## config.mk

```make
export PLATFORM = sky130hd
export DESIGN_NAME = input_conditioner_flat
export DESIGN_NICKNAME = d
export VERILOG_FILES = /design/src/rtl/input_conditioner_pkg.sv /design/src/rtl/input_conditioner_if.sv /design/src/rtl/input_conditioner_channel.sv /design/src/rtl/input_conditioner.sv /design/src/flat_wrapper.sv
export SDC_FILE = /design/constraint.sdc
export NUM_CORES = 1
export LEC_CHECK = 0
export ABC_AREA = 0
export BUFFER_PORTS_ARGS = -buffer_cell sky130_fd_sc_hd__buf_2
export CAP_MARGIN = 5
export CORE_MARGIN = 2
export CORE_UTILIZATION = 57
export DETAILED_ROUTE_END_ITERATION = 12
export MAX_ROUTING_LAYER = met4
export PLACE_DENSITY = 0.83
export SYNTH_ARGS = -nofsm -noshare
export SYNTH_HDL_FRONTEND = slang
export SYNTH_HIERARCHICAL = 1
export SYNTH_SLANG_ARGS = --single-unit
```

## constraint.sdc

```tcl
create_clock -name clk -period 1.65 [get_ports clk]
set_input_delay 0.495 -clock clk [delete_from_list [all_inputs] [get_ports clk]]
set_output_delay 0.495 -clock clk [all_outputs]
set_load 0.02 [all_outputs]
```

## src/rtl/input_conditioner_pkg.sv

```systemverilog
// Shared types and helpers for the input conditioner.
// Output-mode encoding and debounce counter sizing.
package input_conditioner_pkg;

  typedef enum logic [1:0] {
    MODE_LEVEL  = 2'd0,
    MODE_RISE   = 2'd1,
    MODE_FALL   = 2'd2,
    MODE_TOGGLE = 2'd3
  } cond_mode_t;

  function automatic int dbnc_w(int cycles);
    return (cycles <= 2) ? 1 : $clog2(cycles);
  endfunction

endpackage

```

## src/rtl/input_conditioner_if.sv

```systemverilog
// Channel bundle between the pin side and the conditioner.
// master drives raw inputs/controls, slave returns conditioned outputs.
interface input_conditioner_if #(
  parameter int N_CH = 8
);
  logic [N_CH-1:0]   din;
  logic [2*N_CH-1:0] mode;
  logic [N_CH-1:0]   toggle_clr;
  logic [N_CH-1:0]   level;
  logic [N_CH-1:0]   rise;
  logic [N_CH-1:0]   fall;
  logic [N_CH-1:0]   cond_out;
  logic              changed;

  modport master (
    output din, mode, toggle_clr,
    input  level, rise, fall, cond_out, changed
  );

  modport slave (
    input  din, mode, toggle_clr,
    output level, rise, fall, cond_out, changed
  );
endinterface

```

## src/rtl/input_conditioner_channel.sv

```systemverilog
// One conditioned channel: sync, polarity fix, debounce,
// edge pulses and a toggle latch.
module cond_channel
  import input_conditioner_pkg::*;
#(
  parameter int   SYNC_STAGES     = 2,
  parameter int   DEBOUNCE_CYCLES = 16,
  parameter logic INV             = 1'b0
) (
  input  logic clk,
  input  logic reset,
  input  logic din_i,
  input  logic tgl_clr_i,
  output logic level_o,
  output logic rise_o,
  output logic fall_o,
  output logic tgl_o
);

  localparam int CW  = dbnc_w(DEBOUNCE_CYCLES);
  localparam int LIM =
    ((DEBOUNCE_CYCLES > 1) ? DEBOUNCE_CYCLES : 1) - 1;
  localparam logic [CW-1:0] CMAX = CW'(LIM);

  logic [SYNC_STAGES-1:0] sync_q;
  logic [CW-1:0]          cnt_q, cnt_d;
  logic                   stable_q, stable_d;
  logic                   level_q, rise_q, fall_q, tgl_q;
  logic                   rise_d, fall_d, tgl_d;
  logic                   s;

  assign s = sync_q[SYNC_STAGES-1] ^ INV;

  always_comb begin
    cnt_d    = cnt_q;
    stable_d = stable_q;
    if (s == stable_q) begin
      cnt_d = '0;
    end else if (cnt_q == CMAX) begin
      stable_d = s;
      cnt_d    = '0;
    end else begin
      cnt_d = cnt_q + 1'b1;
    end
  end

  // Pulses are aligned with the cycle level first shows the new value.
  always_comb begin
    rise_d = stable_q & ~level_q;
    fall_d = ~stable_q & level_q;
    tgl_d  = tgl_q;
    if (tgl_clr_i) tgl_d = 1'b0;
    else if (rise_d) tgl_d = ~tgl_q;
  end

  always_ff @(posedge clk) begin
    if (reset) begin
      sync_q   <= {SYNC_STAGES{INV}};
      cnt_q    <= '0;
      stable_q <= 1'b0;
      level_q  <= 1'b0;
      rise_q   <= 1'b0;
      fall_q   <= 1'b0;
      tgl_q    <= 1'b0;
    end else begin
      sync_q   <= {sync_q[SYNC_STAGES-2:0], din_i};
      cnt_q    <= cnt_d;
      stable_q <= stable_d;
      level_q  <= stable_q;
      rise_q   <= rise_d;
      fall_q   <= fall_d;
      tgl_q    <= tgl_d;
    end
  end

  assign level_o = level_q;
  assign rise_o  = rise_q;
  assign fall_o  = fall_q;
  assign tgl_o   = tgl_q;

endmodule

```

## src/rtl/input_conditioner.sv

```systemverilog
// N_CH independent conditioned inputs with a per-channel
// output mode select and a global change flag.
module input_conditioner
  import input_conditioner_pkg::*;
#(
  parameter int              N_CH            = 8,
  parameter int              SYNC_STAGES     = 2,
  parameter int              DEBOUNCE_CYCLES = 16,
  parameter logic [N_CH-1:0] INV_MASK        = '0
) (
  input logic                 clk,
  input logic                 reset,
  input_conditioner_if.slave  bus
);

  logic [N_CH-1:0] level, rise, fall, tgl, cond;

  for (genvar i = 0; i < N_CH; i++) begin : g_ch
    cond_mode_t m;

    cond_channel #(
      .SYNC_STAGES     (SYNC_STAGES),
      .DEBOUNCE_CYCLES (DEBOUNCE_CYCLES),
      .INV             (INV_MASK[i])
    ) u_ch (
      .clk       (clk),
      .reset     (reset),
      .din_i     (bus.din[i]),
      .tgl_clr_i (bus.toggle_clr[i]),
      .level_o   (level[i]),
      .rise_o    (rise[i]),
      .fall_o    (fall[i]),
      .tgl_o     (tgl[i])
    );

    assign m = cond_mode_t'(bus.mode[2*i +: 2]);

    always_comb begin
      cond[i] = 1'b0;
      unique case (m)
        MODE_LEVEL:  cond[i] = level[i];
        MODE_RISE:   cond[i] = rise[i];
        MODE_FALL:   cond[i] = fall[i];
        MODE_TOGGLE: cond[i] = tgl[i];
        default:     cond[i] = 1'b0;
      endcase
    end
  end

  assign bus.level    = level;
  assign bus.rise     = rise;
  assign bus.fall     = fall;
  assign bus.cond_out = cond;
  assign bus.changed  = |{rise, fall};

endmodule

```

## src/flat_wrapper.sv

```systemverilog
// flat-port wrapper written by rule: the top's interface ports become plain ports
module input_conditioner_flat import input_conditioner_pkg::*;
#(
  parameter int              N_CH            = 8,
  parameter int              SYNC_STAGES     = 2,
  parameter int              DEBOUNCE_CYCLES = 16,
  parameter logic [N_CH-1:0] INV_MASK        = '0
)
  (clk, reset, bus_din, bus_mode, bus_toggle_clr, bus_level, bus_rise, bus_fall, bus_cond_out, bus_changed);
  input_conditioner_if #(.N_CH(N_CH)) bus_i ();
  input logic clk;
  input logic reset;
  input wire logic [$bits(bus_i.din)-1:0] bus_din;
  input wire logic [$bits(bus_i.mode)-1:0] bus_mode;
  input wire logic [$bits(bus_i.toggle_clr)-1:0] bus_toggle_clr;
  output wire logic [$bits(bus_i.level)-1:0] bus_level;
  output wire logic [$bits(bus_i.rise)-1:0] bus_rise;
  output wire logic [$bits(bus_i.fall)-1:0] bus_fall;
  output wire logic [$bits(bus_i.cond_out)-1:0] bus_cond_out;
  output wire logic [$bits(bus_i.changed)-1:0] bus_changed;
  assign bus_i.din = bus_din;
  assign bus_i.mode = bus_mode;
  assign bus_i.toggle_clr = bus_toggle_clr;
  assign bus_level = bus_i.level;
  assign bus_rise = bus_i.rise;
  assign bus_fall = bus_i.fall;
  assign bus_cond_out = bus_i.cond_out;
  assign bus_changed = bus_i.changed;
  input_conditioner #(.N_CH(N_CH), .SYNC_STAGES(SYNC_STAGES), .DEBOUNCE_CYCLES(DEBOUNCE_CYCLES), .INV_MASK(INV_MASK)) u_core (.clk(clk), .reset(reset), .bus(bus_i));
endmodule
```

==> results of run 1 <==
flip-flops by register name, indices dropped and copies added (netlist names):
signal	count
u_core/g_ch.u_ch/tgl_o	8
u_core/g_ch.u_ch/rise_o	8
u_core/g_ch.u_ch/stable_q	8
u_core/g_ch.u_ch/level_o	8
u_core/g_ch.u_ch/sync_q	16
u_core/g_ch.u_ch/fall_o	8
u_core/g_ch.u_ch/cnt_q	32
repair_timing:
item | in CTS | in global routing
hold buffers | 0 | 0
pin swaps | 1 | 1
endpoints found under the setup margin | 9 | 9
setup buffers | 8 | 2
resized for setup | 43 | 3
final cells by class:
type / count / share of cell area (%)
flip-flops and latches: 88 / 44.4
multi-input cells: 181 / 34.8
well taps: 72 / 2.23
clock buffers: 14 / 4.52
inverters: 8 / 0.743
clock inverters: 2 / 0.867
repair buffers: 80 / 12.5
layer usage:
layer	vias to the layer above	global-route usage, %	part of all wire, %
li1	1118	-	-
met1	1011	21.7	45
met2	65	31.9	48
met3	5	6.90	6.0
met4	0	5.79	1.0
met5	-	-	0
kinds of logic after synthesis:
family / Yosys count
buffers and inverters: 8
adder cells (fa/ha/maj): 8
AND/OR/NAND/NOR: 125
flip-flops: 88
XOR/XNOR: 32
multiplexers: 16
placed cells by master (no fill, tap or decap), types with 9 or more instances in the layout:
cell type,instances
buf_4,13
nor2_1,32
dfxtp_2,25
nand3_1,16
xor2_1,24
buf_2,57
buf_6,9
nor2b_1,24
dfxtp_1,63
clkbuf_8,13
where the power goes:
group	internal, mW	total [mW]	switching, mW	leakage [nW]
Clock	0.864	1.53	0.669	0.113
Sequential	2.15	2.16	0.0115	0.726
Combinational	0.0616	0.114	0.0520	1.10
Total	3.07	3.80	0.733	1.94
worst max-delay path by stage:
stage / slack, ns / endpoint / cells past startpoint / startpoint
floorplan: 0.11 / bus_cond_out[0] / 1 / bus_mode[0]
global placement: -0.14 / bus_cond_out[2] / 3 / bus_mode[4]
detailed placement: -0.13 / bus_cond_out[2] / 3 / bus_mode[4]
CTS: -0.25 / bus_changed / 4 / u_core/g_ch[0].u_ch/rise_o$_SDFF_PP0_
global route: -0.31 / bus_changed / 4 / u_core/g_ch[0].u_ch/rise_o$_SDFF_PP0_
finish: -0.22 / bus_changed / 3 / u_core/g_ch[4].u_ch/fall_o$_SDFF_PP0_
per-stage QoR:
step                power (mW)  utilization [%]  instances
floorplan                 2.25                -        277
global placement          2.32             66.9        419
detailed placement        2.32             66.9        419
CTS                       3.85             73.6        443
global route              3.96             74.3        445
finish                    3.80             74.3        445
==> tab_implementation.tex, run 1 <==
\begin{tabular}{lr}
\hline
Metric & Value \\
\hline
\multicolumn{2}{l}{\textbf{Run status}} \\
Result of the run & finished with violations \\
Violated checks & setup timing \\
\multicolumn{2}{l}{\textbf{Synthesis}} \\
Synth Area in Simple Gates & 23.4\% \\
Yosys reg bits & 88 \\
Synthesis warning total & 6 \\
Syn\_nets & 319 \\
Synthesized area & 3170 um\^{}2 \\
Synthesized area per cell & 11.5 um\^{}2 \\
Post-synth top flop & dfxtp\_1 \\
Count of cell types in the netlist & 18 \\
Post-synthesis async set-or-reset flop share & 0\% \\
Cell type with the largest total area after synthesis & dfxtp\_1 \\
Post-Synth Adder-Cell Area & 3.15\% \\
Compound-gate portion of the synthesized area & 0\% \\
Most area-consuming cells after synthesis & dfxtp\_1 55\%, xor2\_1 6.6\%, mux4\_2 5.7\% \\
Mux share of post-synthesis cell area & 8.20\% \\
Xor-xnor portion of the synthesized cell area & 8.83\% \\
Gate count of the mapped netlist & 277 \\
Commonest cells post-synth & 88 x dfxtp\_1, 32 x nor2\_1, 24 x nor2b\_1, 24 x xor2\_1, 16 x nand3\_1 \\
Sequential area share after synthesis & 55.5\% \\
Yosys top cell area share & 55.5\% \\
Largest family of logic cells by synthesized area & simple AND/OR/NAND/NOR gates \\
EDFF count, synth & 0 \\
Most instantiated library cell after synthesis & dfxtp\_1 \\
\multicolumn{2}{l}{\textbf{Die}} \\
Die Wd & 78.6 um \\
Ports placed on the boundary & 67 \\
Starting density of the core & 58.4\% \\
Overall die height & 78.6 um \\
Core Rows & 27 \\
Area of the core & 5440 um\^{}2 \\
Die area & 6180 um\^{}2 \\
\multicolumn{2}{l}{\textbf{Place}} \\
DP HPWL & 3.63 mm \\
Worst Setup Slack post-DPL & -0.134 ns \\
Cell area after placement & 3640 um\^{}2 \\
Port Buffer Count & 66 \\
GP Congestion & 0.704 \\
\multicolumn{2}{l}{\textbf{Clock network}} \\
H-tree levels & 3 \\
Clock buffers created by TritonCTS & 9 \\
Clock-pin slew reported for the worst setup and hold paths after clock tree synthesis & 0.08 ns \\
Clock tree from TritonCTS & built \\
Root Buffer & clkbuf\_8 \\
Clock insertion delay at the later pin of the skew report & 0.34 ns \\
CTS max path bufs & 2 \\
TritonCTS sink count & 88 \\
\multicolumn{2}{l}{\textbf{STA}} \\
Final setup slack of the worst path & -0.224 ns \\
Least-Margin Pin Slew & 0.364 ns \\
Final Max Tran Viols & 0 \\
Post-route minimum period & 1.87 ns \\
Clock skew & 0.00538 ns \\
Final worst path period share & 114\% \\
RSZ-0062 raised after global routing & true \\
Min Hold Slack & 0.302 ns \\
Max-slew headroom at the worst pin & 75.5\% \\
Fmax achieved & 0.534 GHz \\
Number of hold violations in the final report & 0 \\
Total negative setup slack & -1.31 ns \\
\# setup viols final & 9 \\
\multicolumn{2}{l}{\textbf{Setup path}} \\
RR Endpoint & u\_core/g\_ch[3].u\_ch/cnt\_q[3]\$\_SDFF\_PP0\_ \\
Family with the most delay on the worst path & simple AND/OR/NAND/NOR gates \\
CP max stage delay & 0.38 ns \\
Worst Path Max Fanout & 3 \\
Arrival time of the worst setup path & 1.38 ns \\
Worst path bufs/invs & 1 \\
Setup slack of the worst register-to-register path & 0.56 ns \\
Req. time, crit path & 1.15 ns \\
Cell-by-cell listing of the critical path & nor4\_1 > nand4\_1 > buf\_6 \\
Slowest cell on the critical path & nor4\_1 \\
Startpoint of the worst register-to-register path & u\_core/g\_ch[3].u\_ch/cnt\_q[0]\$\_SDFF\_PP0\_ \\
Worst reg2reg path depth & 4 \\
CP Launch Type & flip-flop \\
Category of the worst setup path capture point & output pin \\
Critical Setup Path Class & flip-flop to output pin \\
\multicolumn{2}{l}{\textbf{Route}} \\
Number of nets with antenna violations after detailed routing & 0 \\
Detail-routed net length per standard cell & 12.0 um \\
Routed via count & 2199 \\
Ratio of routed vias to standard cells & 4.94 \\
Drt first pass iters & 4 \\
DR DRC count & 0 \\
Total wire length & 5.33 mm \\
Iter 0 DRT Violations & 66 \\
\multicolumn{2}{l}{\textbf{Worst hold path}} \\
Type of the worst min-delay path & primary input to flip-flop \\
Hold Crit Start & bus\_toggle\_clr[3] \\
WHS Path Cells & 2 \\
End of the worst hold path & u\_core/g\_ch[3].u\_ch/tgl\_o\$\_SDFFE\_PP0P\_ \\
\multicolumn{2}{l}{\textbf{Layout}} \\
Fin nets & 410 \\
Area of all sequential standard cells & 1790 um\^{}2 \\
Area of the multi-input gates & 1400 um\^{}2 \\
Total non-filler cell area in the finished layout & 4040 um\^{}2 \\
Fill cell count & 366 \\
Area overhead of the layout relative to synthesis & 27.2\% \\
Layout cell share with drive strength beyond 1 & 37.0\% \\
\# diodes & 0 \\
\multicolumn{2}{l}{\textbf{Pwr}} \\
Reported leakage power & 1.94 nW \\
VDD IR max & 0.00104 V \\
P per Cell Area & 942 nW/um\^{}2 \\
\multicolumn{2}{l}{\textbf{GRT}} \\
Initial antenna violation count & 0 \\
Wire length of the first global-routing pass & 8.96 mm \\
Residual overflow from global routing & 0 \\
Maximum number of pins on one net before global-route repair & 65 \\
Number of global-route vias before repair & 2166 \\
Global-route total usage across every layer & 19.2\% \\
\multicolumn{2}{l}{\textbf{Job}} \\
Max-cap check violation count & 0 \\
\hline
\end{tabular}
Note: power is estimated with default switching activity, not from simulation.
==> run 2: changes to the inputs <==
Settings changed: ABC_AREA 0 to 1, CORE_UTILIZATION 57 to 59, PLACE_DENSITY 0.83 to 0.84.
==> run 2 against run 1 <==
Compared with the run above: the flow still finishes with violations (setup timing); wire length increased by 27%; sequential share of layout area shrank 3.0 points; worst hold slack gained 0.042 ns; critical path type unchanged; largest cell class unchanged.
==> tab_implementation.tex, run 2 <==
\begin{tabular}{lr}
\hline
Metric & Value \\
\hline
\multicolumn{2}{l}{\textbf{Route}} \\
Routed via count & 3107 (was 2199) \\
Iter 0 DRT Violations & 156 (was 66) \\
Number of nets with antenna violations after detailed routing & 0 (unchanged) \\
DR DRC count & 0 (unchanged) \\
Ratio of routed vias to standard cells & 4.95 (was 4.94) \\
Detail-routed net length per standard cell & 10.8 um (was 12.0 um) \\
Total wire length & 6.76 mm (was 5.33 mm) \\
Drt first pass iters & 4 (unchanged) \\
\multicolumn{2}{l}{\textbf{Job}} \\
Max-cap check violation count & 0 (unchanged) \\
\multicolumn{2}{l}{\textbf{GRT}} \\
Global-route total usage across every layer & 20.7\% (was 19.2\%) \\
Wire length of the first global-routing pass & 10.5 mm (was 8.96 mm) \\
Residual overflow from global routing & 0 (unchanged) \\
Number of global-route vias before repair & 2617 (was 2166) \\
Initial antenna violation count & 0 (unchanged) \\
Maximum number of pins on one net before global-route repair & 29 (was 65) \\
\multicolumn{2}{l}{\textbf{Die}} \\
Ports placed on the boundary & 67 (unchanged) \\
Core Rows & 28 (was 27) \\
Die area & 6720 um\^{}2 (was 6180 um\^{}2) \\
Area of the core & 5890 um\^{}2 (was 5440 um\^{}2) \\
Die Wd & 82 um (was 78.6 um) \\
Starting density of the core & 61.0\% (was 58.4\%) \\
Overall die height & 82 um (was 78.6 um) \\
\multicolumn{2}{l}{\textbf{Synthesis}} \\
Compound-gate portion of the synthesized area & 1.12\% (was 0\%) \\
Synthesized area per cell & 7.62 um\^{}2 (was 11.5 um\^{}2) \\
Post-Synth Adder-Cell Area & 2.79\% (was 3.15\%) \\
Count of cell types in the netlist & 15 (was 18) \\
Most area-consuming cells after synthesis & dfxtp\_1 49\%, nor2\_1 13\%, nand2\_1 7.2\% (was dfxtp\_1 55\%, xor2\_1 6.6\%, mux4\_2 5.7\%) \\
Cell type with the largest total area after synthesis & dfxtp\_1 (unchanged) \\
Mux share of post-synthesis cell area & 0\% (was 8.20\%) \\
Synth Area in Simple Gates & 36.7\% (was 23.4\%) \\
Sequential area share after synthesis & 49.1\% (was 55.5\%) \\
Gate count of the mapped netlist & 471 (was 277) \\
Synthesized area & 3590 um\^{}2 (was 3170 um\^{}2) \\
Xor-xnor portion of the synthesized cell area & 1.95\% (was 8.83\%) \\
Post-synth top flop & dfxtp\_1 (unchanged) \\
Post-synthesis async set-or-reset flop share & 0\% (unchanged) \\
Synthesis warning total & 6 (unchanged) \\
Yosys reg bits & 88 (unchanged) \\
Largest family of logic cells by synthesized area & simple AND/OR/NAND/NOR gates (unchanged) \\
Most instantiated library cell after synthesis & nor2\_1 (was dfxtp\_1) \\
Syn\_nets & 513 (was 319) \\
EDFF count, synth & 0 (unchanged) \\
Yosys top cell area share & 49.1\% (was 55.5\%) \\
Commonest cells post-synth & 122 x nor2\_1, 88 x dfxtp\_1, 69 x nand2\_1 (was 88 x dfxtp\_1, 32 x nor2\_1, 24 x nor2b\_1, 24 x xor2\_1, 16 x nand3\_1) \\
\multicolumn{2}{l}{\textbf{STA}} \\
Min Hold Slack & 0.344 ns (was 0.302 ns) \\
Post-route minimum period & 1.69 ns (was 1.87 ns) \\
Final setup slack of the worst path & -0.0430 ns (was -0.224 ns) \\
\# setup viols final & 1 (was 9) \\
Fmax achieved & 0.591 GHz (was 0.534 GHz) \\
Number of hold violations in the final report & 0 (unchanged) \\
Clock skew & 0.00588 ns (was 0.00538 ns) \\
Least-Margin Pin Slew & 0.255 ns (was 0.364 ns) \\
Final worst path period share & 103\% (was 114\%) \\
RSZ-0062 raised after global routing & true (unchanged) \\
Max-slew headroom at the worst pin & 83.0\% (was 75.5\%) \\
Final Max Tran Viols & 0 (unchanged) \\
\multicolumn{2}{l}{\textbf{Run status}} \\
Result of the run & finished with violations (unchanged) \\
Violated checks & setup timing (unchanged) \\
\multicolumn{2}{l}{\textbf{Layout}} \\
Area overhead of the layout relative to synthesis & 21.2\% (was 27.2\%) \\
Register bank with the most flops & u\_core/g\_ch.u\_ch/cnt\_q (unchanged) \\
Total non-filler cell area in the finished layout & 4350 um\^{}2 (was 4040 um\^{}2) \\
Top Registers & u\_core/g\_ch.u\_ch/cnt\_q (32), u\_core/g\_ch.u\_ch/sync\_q (16) (unchanged) \\
Leading cell type in the layout, fill and taps excluded & nor2\_1 (was dfxtp\_1) \\
Layout cell share with drive strength beyond 1 & 26.9\% (was 37.0\%) \\
\# diodes & 0 (unchanged) \\
Most frequent cells in the layout & 117 x nor2\_1, 68 x nand2\_1, 64 x inv\_1 (was 63 x dfxtp\_1, 57 x buf\_2, 32 x nor2\_1) \\
Final core occ & 73.9\% (was 74.3\%) \\
Flip-flop count of the largest register, all copies and words added & 32 (unchanged) \\
Fin nets & 592 (was 410) \\
\multicolumn{2}{l}{\textbf{Setup path}} \\
Critical Setup Path Class & flip-flop to output pin (unchanged) \\
Crit path to & bus\_changed (unchanged) \\
Arrival time of the worst setup path & 1.20 ns (was 1.38 ns) \\
Source of the critical timing path & u\_core/g\_ch[4].u\_ch/rise\_o\$\_SDFF\_PP0\_ (was u\_core/g\_ch[4].u\_ch/fall\_o\$\_SDFF\_PP0\_) \\
CP max stage delay & 0.34 ns (was 0.38 ns) \\
Worst reg2reg path depth & 4 (unchanged) \\
RR Endpoint & u\_core/g\_ch[3].u\_ch/cnt\_q[0]\$\_SDFF\_PP0\_ (was u\_core/g\_ch[3].u\_ch/cnt\_q[3]\$\_SDFF\_PP0\_) \\
Startpoint of the worst register-to-register path & u\_core/g\_ch[3].u\_ch/cnt\_q[0]\$\_SDFF\_PP0\_ (unchanged) \\
Req. time, crit path & 1.15 ns (about the same) \\
CP Launch Type & flip-flop (unchanged) \\
Cell-by-cell listing of the critical path & nor2\_2 > nand2\_1 > nor2\_2 > nand2\_1 > buf\_6 (was nor4\_1 > nand4\_1 > buf\_6) \\
Setup slack of the worst register-to-register path & 0.65 ns (was 0.56 ns) \\
Worst Path Max Fanout & 3 (unchanged) \\
Category of the worst setup path capture point & output pin (unchanged) \\
Slowest cell on the critical path & dfxtp\_2 (was nor4\_1) \\
\multicolumn{2}{l}{\textbf{Clock network}} \\
Root Buffer & clkbuf\_8 (unchanged) \\
Clock-pin slew reported for the worst setup and hold paths after clock tree synthesis & 0.08 ns (about the same) \\
Clock insertion delay at the later pin of the skew report & 0.34 ns (about the same) \\
CTS max path bufs & 2 (unchanged) \\
Quantity of hold-fixing buffers added after cts & 0 (unchanged) \\
H-tree levels & 3 (unchanged) \\
Clock buffers created by TritonCTS & 9 (unchanged) \\
TritonCTS sink count & 88 (unchanged) \\
Clock tree from TritonCTS & built (unchanged) \\
\multicolumn{2}{l}{\textbf{Place}} \\
GP Congestion & 0.742 (was 0.704) \\
DP HPWL & 4.76 mm (was 3.63 mm) \\
Port Buffer Count & 66 (unchanged) \\
Cell area after placement & 3990 um\^{}2 (was 3640 um\^{}2) \\
\multicolumn{2}{l}{\textbf{Worst hold path}} \\
Type of the worst min-delay path & primary input to flip-flop (unchanged) \\
\multicolumn{2}{l}{\textbf{Pwr}} \\
VDD IR max & 0.000651 V (was 0.00104 V) \\
Reported leakage power & 2.02 nW (was 1.94 nW) \\
P per Cell Area & 857 nW/um\^{}2 (was 942 nW/um\^{}2) \\
\hline
\end{tabular}
[run 2: final cells by class]
class,instances,area (um^2)
fill,455,1530
inverter,64,240
clock buffer,11,131
timing repair buffer,76,489
clock inverter,3,45.0
sequential,88,1800
multi-input combinational,311,1550
tap,75,93.8
[run 2: logic make-up (layout without fill, tap and decap cells)]
| group | count (synthesis) | after routing |
|---|---|---|
| XOR/XNOR | 8 | 8 |
| AO/OA/AOI/OAI | 8 | 8 |
| flip-flops | 88 | 88 |
| buffers and inverters | 72 | 154 |
| AND/OR/NAND/NOR | 287 | 287 |
| adder cells (fa/ha/maj) | 8 | 8 |
[run 2: power by group]
part           switching, mW  internal (mW)
Clock                  0.692          0.685
Sequential            0.0143           2.15
Combinational          0.109         0.0866
[run 2: per-layer routing]
layer,share of wire [%],up-vias,GRT usage [%]
met5,0,-,-
met3,4.4,13,4.84
met4,2.1,0,8.00
met1,43,1416,22.4
met2,50,67,36.7
li1,-,1611,-
[run 2: worst min-delay path by stage]
stage                                                        start                                  endpoint  slack, ns  cells past startpoint
after floorplan           u_core/g_ch[0].u_ch/sync_q[0]$_SDFF_PP0_  u_core/g_ch[0].u_ch/sync_q[1]$_SDFF_PP0_       0.39                      2
after CTS                                               bus_din[1]  u_core/g_ch[1].u_ch/sync_q[0]$_SDFF_PP0_       0.34                      3
after global placement    u_core/g_ch[0].u_ch/sync_q[0]$_SDFF_PP0_  u_core/g_ch[0].u_ch/sync_q[1]$_SDFF_PP0_       0.39                      2
after detailed placement  u_core/g_ch[0].u_ch/sync_q[0]$_SDFF_PP0_  u_core/g_ch[0].u_ch/sync_q[1]$_SDFF_PP0_       0.39                      2
final                                                   bus_din[1]  u_core/g_ch[1].u_ch/sync_q[0]$_SDFF_PP0_       0.34                      3
after global routing                                    bus_din[4]  u_core/g_ch[4].u_ch/sync_q[0]$_SDFF_PP0_       0.35                      3
[run 2: timing repair]
action | in CTS | in global routing
resized for setup | 23 | 35
setup endpoints to repair | 7 | 9
pin swaps | 6 | 23
buffers inserted | 1 | 7
[run 2: per-stage QoR]
| stage | worst slack [ns] | power [mW] | TNS [ns] | cells |
|---|---|---|---|---|
| floorplan | 0.269 | 2.32 | 0 | 471 |
| global placement | 0.0940 | 2.38 | 0 | 606 |
| detailed placement | 0.0539 | 2.39 | 0 | 606 |
| CTS | -0.0670 | 3.74 | -0.0670 | 621 |
| global route | -0.0814 | 3.85 | -0.325 | 628 |
| finish | -0.0430 | 3.73 | -0.0430 | 628 |
[run 2: worst max-delay path: cells and delay by family, from the launching register on]
family | cells | cell delay [ns]
buf+inv | 1 | 0.13
flops | 1 | 0.34
simple gates | 4 | 0.38
==> run 3: changes to the inputs <==
Settings changed: BUFFER_PORTS_ARGS -buffer_cell sky130_fd_sc_hd__buf_2 to -buffer_cell sky130_fd_sc_hd__buf_4, CORE_ASPECT_RATIO from default to 1.1, CORE_UTILIZATION 59 to 51, PLACE_DENSITY 0.84 to 0.74.
==> run 3 against run 2 <==
Compared with the run above: the flow still finishes with violations (setup timing); worst setup slack gained 0.023 ns; critical path depth is the same; sequential share of layout area shrank 1.8 points; wire length shrank 2.3%; count of clock-buffer cells in the layout shrank 2; die area grew 15%; worst hold slack gained 0.00073 ns; non-clock buffer count shrank 5; largest cell class unchanged; first-iteration DRC count shrank 54%; global-route usage shrank 2.2 points; utilization shrank 8.1 points.
==> tab_implementation.tex, run 3 (synthesis results as in run 2) <==
\begin{tabular}{lr}
\hline
Metric & Value \\
\hline
\multicolumn{2}{l}{\textbf{Layout}} \\
Register bank with the most flops & u\_core/g\_ch.u\_ch/cnt\_q (unchanged) \\
Area overhead of the layout relative to synthesis & 27.0\% (was 21.2\%) \\
Total non-filler cell area in the finished layout & 4560 um\^{}2 (was 4350 um\^{}2) \\
Leading cell type in the layout, fill and taps excluded & nor2\_1 (unchanged) \\
Top Registers & u\_core/g\_ch.u\_ch/cnt\_q (32), u\_core/g\_ch.u\_ch/sync\_q (16) (unchanged) \\
\# diodes & 0 (unchanged) \\
Layout cell share with drive strength beyond 1 & 26.8\% (was 26.9\%) \\
Flip-flop count of the largest register, all copies and words added & 32 (unchanged) \\
Most frequent cells in the layout & 117 x nor2\_1, 68 x nand2\_1, 64 x inv\_1 (unchanged) \\
Post-route insts no fill & 634 (was 628) \\
Fin nets & 587 (was 592) \\
\multicolumn{2}{l}{\textbf{STA}} \\
Max-slew headroom at the worst pin & 81.4\% (was 83.0\%) \\
Least-Margin Pin Slew & 0.279 ns (was 0.255 ns) \\
Fmax achieved & 0.599 GHz (was 0.591 GHz) \\
Total negative setup slack & -0.0205 ns (was -0.0430 ns) \\
\# setup viols final & 1 (unchanged) \\
RSZ-0062 raised after global routing & true (unchanged) \\
Final setup slack of the worst path & -0.0205 ns (was -0.0430 ns) \\
Post-route minimum period & 1.67 ns (was 1.69 ns) \\
Number of hold violations in the final report & 0 (unchanged) \\
Final Max Tran Viols & 0 (unchanged) \\
Final worst path period share & 101\% (was 103\%) \\
Clock skew & 0.00843 ns (was 0.00588 ns) \\
\multicolumn{2}{l}{\textbf{Place}} \\
Cell area after placement & 4170 um\^{}2 (was 3990 um\^{}2) \\
DP HPWL & 4.73 mm (was 4.76 mm) \\
Port Buffer Count & 66 (unchanged) \\
Number of cells in the design after placement & 616 (was 606) \\
GP Congestion & 0.746 (was 0.742) \\
\multicolumn{2}{l}{\textbf{Setup path}} \\
Worst Path Max Fanout & 3 (unchanged) \\
Category of the worst setup path capture point & output pin (unchanged) \\
Critical Setup Path Class & flip-flop to output pin (unchanged) \\
CP Launch Type & flip-flop (unchanged) \\
Arrival time of the worst setup path & 1.18 ns (was 1.20 ns) \\
Req. time, crit path & 1.15 ns (about the same) \\
\multicolumn{2}{l}{\textbf{Run status}} \\
Violated checks & setup timing (unchanged) \\
Result of the run & finished with violations (unchanged) \\
\multicolumn{2}{l}{\textbf{Worst hold path}} \\
Type of the worst min-delay path & primary input to flip-flop (unchanged) \\
\multicolumn{2}{l}{\textbf{GRT}} \\
Number of global-route vias before repair & 2841 (was 2617) \\
Wire length of the first global-routing pass & 11.5 mm (was 10.5 mm) \\
Maximum number of pins on one net before global-route repair & 24 (was 29) \\
Residual overflow from global routing & 0 (unchanged) \\
Global-route total usage across every layer & 18.5\% (was 20.7\%) \\
Initial antenna violation count & 0 (unchanged) \\
\multicolumn{2}{l}{\textbf{Pwr}} \\
P per Cell Area & 929 nW/um\^{}2 (was 857 nW/um\^{}2) \\
Reported leakage power & 2.06 nW (was 2.02 nW) \\
VDD IR max & 0.000459 V (was 0.000651 V) \\
\multicolumn{2}{l}{\textbf{Die}} \\
Ports placed on the boundary & 67 (unchanged) \\
Overall die height & 92.0 um (was 82 um) \\
Core Rows & 32 (was 28) \\
Starting density of the core & 51.8\% (was 61.0\%) \\
Die area & 7730 um\^{}2 (was 6720 um\^{}2) \\
Die Wd & 84.0 um (was 82 um) \\
Area of the core & 6930 um\^{}2 (was 5890 um\^{}2) \\
\multicolumn{2}{l}{\textbf{Clock network}} \\
Clock-pin slew reported for the worst setup and hold paths after clock tree synthesis & 0.09 ns (was 0.08 ns) \\
Root Buffer & clkbuf\_8 (unchanged) \\
CTS max path bufs & 2 (unchanged) \\
Clock tree from TritonCTS & built (unchanged) \\
Clock buffers created by TritonCTS & 9 (unchanged) \\
Quantity of hold-fixing buffers added after cts & 0 (unchanged) \\
Clock insertion delay at the later pin of the skew report & 0.35 ns (was 0.34 ns) \\
H-tree levels & 3 (unchanged) \\
TritonCTS sink count & 88 (unchanged) \\
\multicolumn{2}{l}{\textbf{Route}} \\
Routed via count & 3028 (was 3107) \\
DR DRC count & 0 (unchanged) \\
Drt first pass iters & 4 (unchanged) \\
Total wire length & 6.60 mm (was 6.76 mm) \\
Iter 0 DRT Violations & 71 (was 156) \\
Number of nets with antenna violations after detailed routing & 0 (unchanged) \\
Detail-routed net length per standard cell & 10.4 um (was 10.8 um) \\
Ratio of routed vias to standard cells & 4.78 (was 4.95) \\
\multicolumn{2}{l}{\textbf{Job}} \\
Max-cap check violation count & 0 (unchanged) \\
\hline
\end{tabular}
## run 3: repair_timing
item | CTS | global route
gates resized for setup | 19 | 32
setup buffers | 2 | 1
endpoints found under the setup margin | 8 | 9
pin swaps | 8 | 11
## run 3: area by class of cell
| type | instances | area (um^2) |
|---|---|---|
| tap | 85 | 106 |
| clock inverter | 6 | 133 |
| multi-input combinational | 311 | 1560 |
| inverter | 64 | 240 |
| sequential | 88 | 1800 |
| fill | 630 | 2370 |
| timing repair buffer | 71 | 592 |
| clock buffer | 9 | 124 |
## run 3: metal layers
layer | global-route usage, % | vias up | wire, um
li1 | - | 1597 | -
met3 | 2.79 | 8 | 243
met5 | - | - | 0
met2 | 31.8 | 53 | 3350
met1 | 21.3 | 1370 | 2890
met4 | 8.47 | 0 | 119
## run 3: power by group
part / internal [mW] / leakage [nW] / switching [mW] / total (mW)
clock: 1.15 / 0.125 / 0.718 / 1.87
sequential: 2.14 / 0.728 / 0.0140 / 2.16
combinational: 0.108 / 1.21 / 0.107 / 0.214
total: 3.40 / 2.06 / 0.838 / 4.24
## run 3: metrics by stage
step	utilization, %	power, mW	setup slack (ns)	hold WS [ns]
after floorplan	-	2.32	0.269	0.388
after global placement	60.2	2.41	0.101	0.389
after CTS	64.8	4.28	-0.0601	0.330
after global routing	65.8	4.39	-0.0756	0.344
after detailed placement	60.2	2.42	0.0693	0.395
final	65.8	4.24	-0.0205	0.345
## run 3: final timing paths
check	startpoint	endpoint	slack [ns]	cells after the start
setup reg to reg	u_core/g_ch[3].u_ch/cnt_q[0]$_SDFF_PP0_	u_core/g_ch[3].u_ch/stable_q$_SDFFE_PP0P_	0.61	5
setup / recovery	u_core/g_ch[4].u_ch/fall_o$_SDFF_PP0_	bus_changed	-0.02	5
hold / removal	bus_din[5]	u_core/g_ch[5].u_ch/sync_q[0]$_SDFF_PP0_	0.35	3
hold reg to reg	u_core/g_ch[7].u_ch/sync_q[0]$_SDFF_PP0_	u_core/g_ch[7].u_ch/sync_q[1]$_SDFF_PP0_	0.40	2
## run 3: critical path: stages, from the launching register on
cell and delay [ns]:
dfxtp_2 0.34, nor2_2 0.12, nand2_1 0.07, nor2_1 0.10
nand2_1 0.07, buf_6 0.13
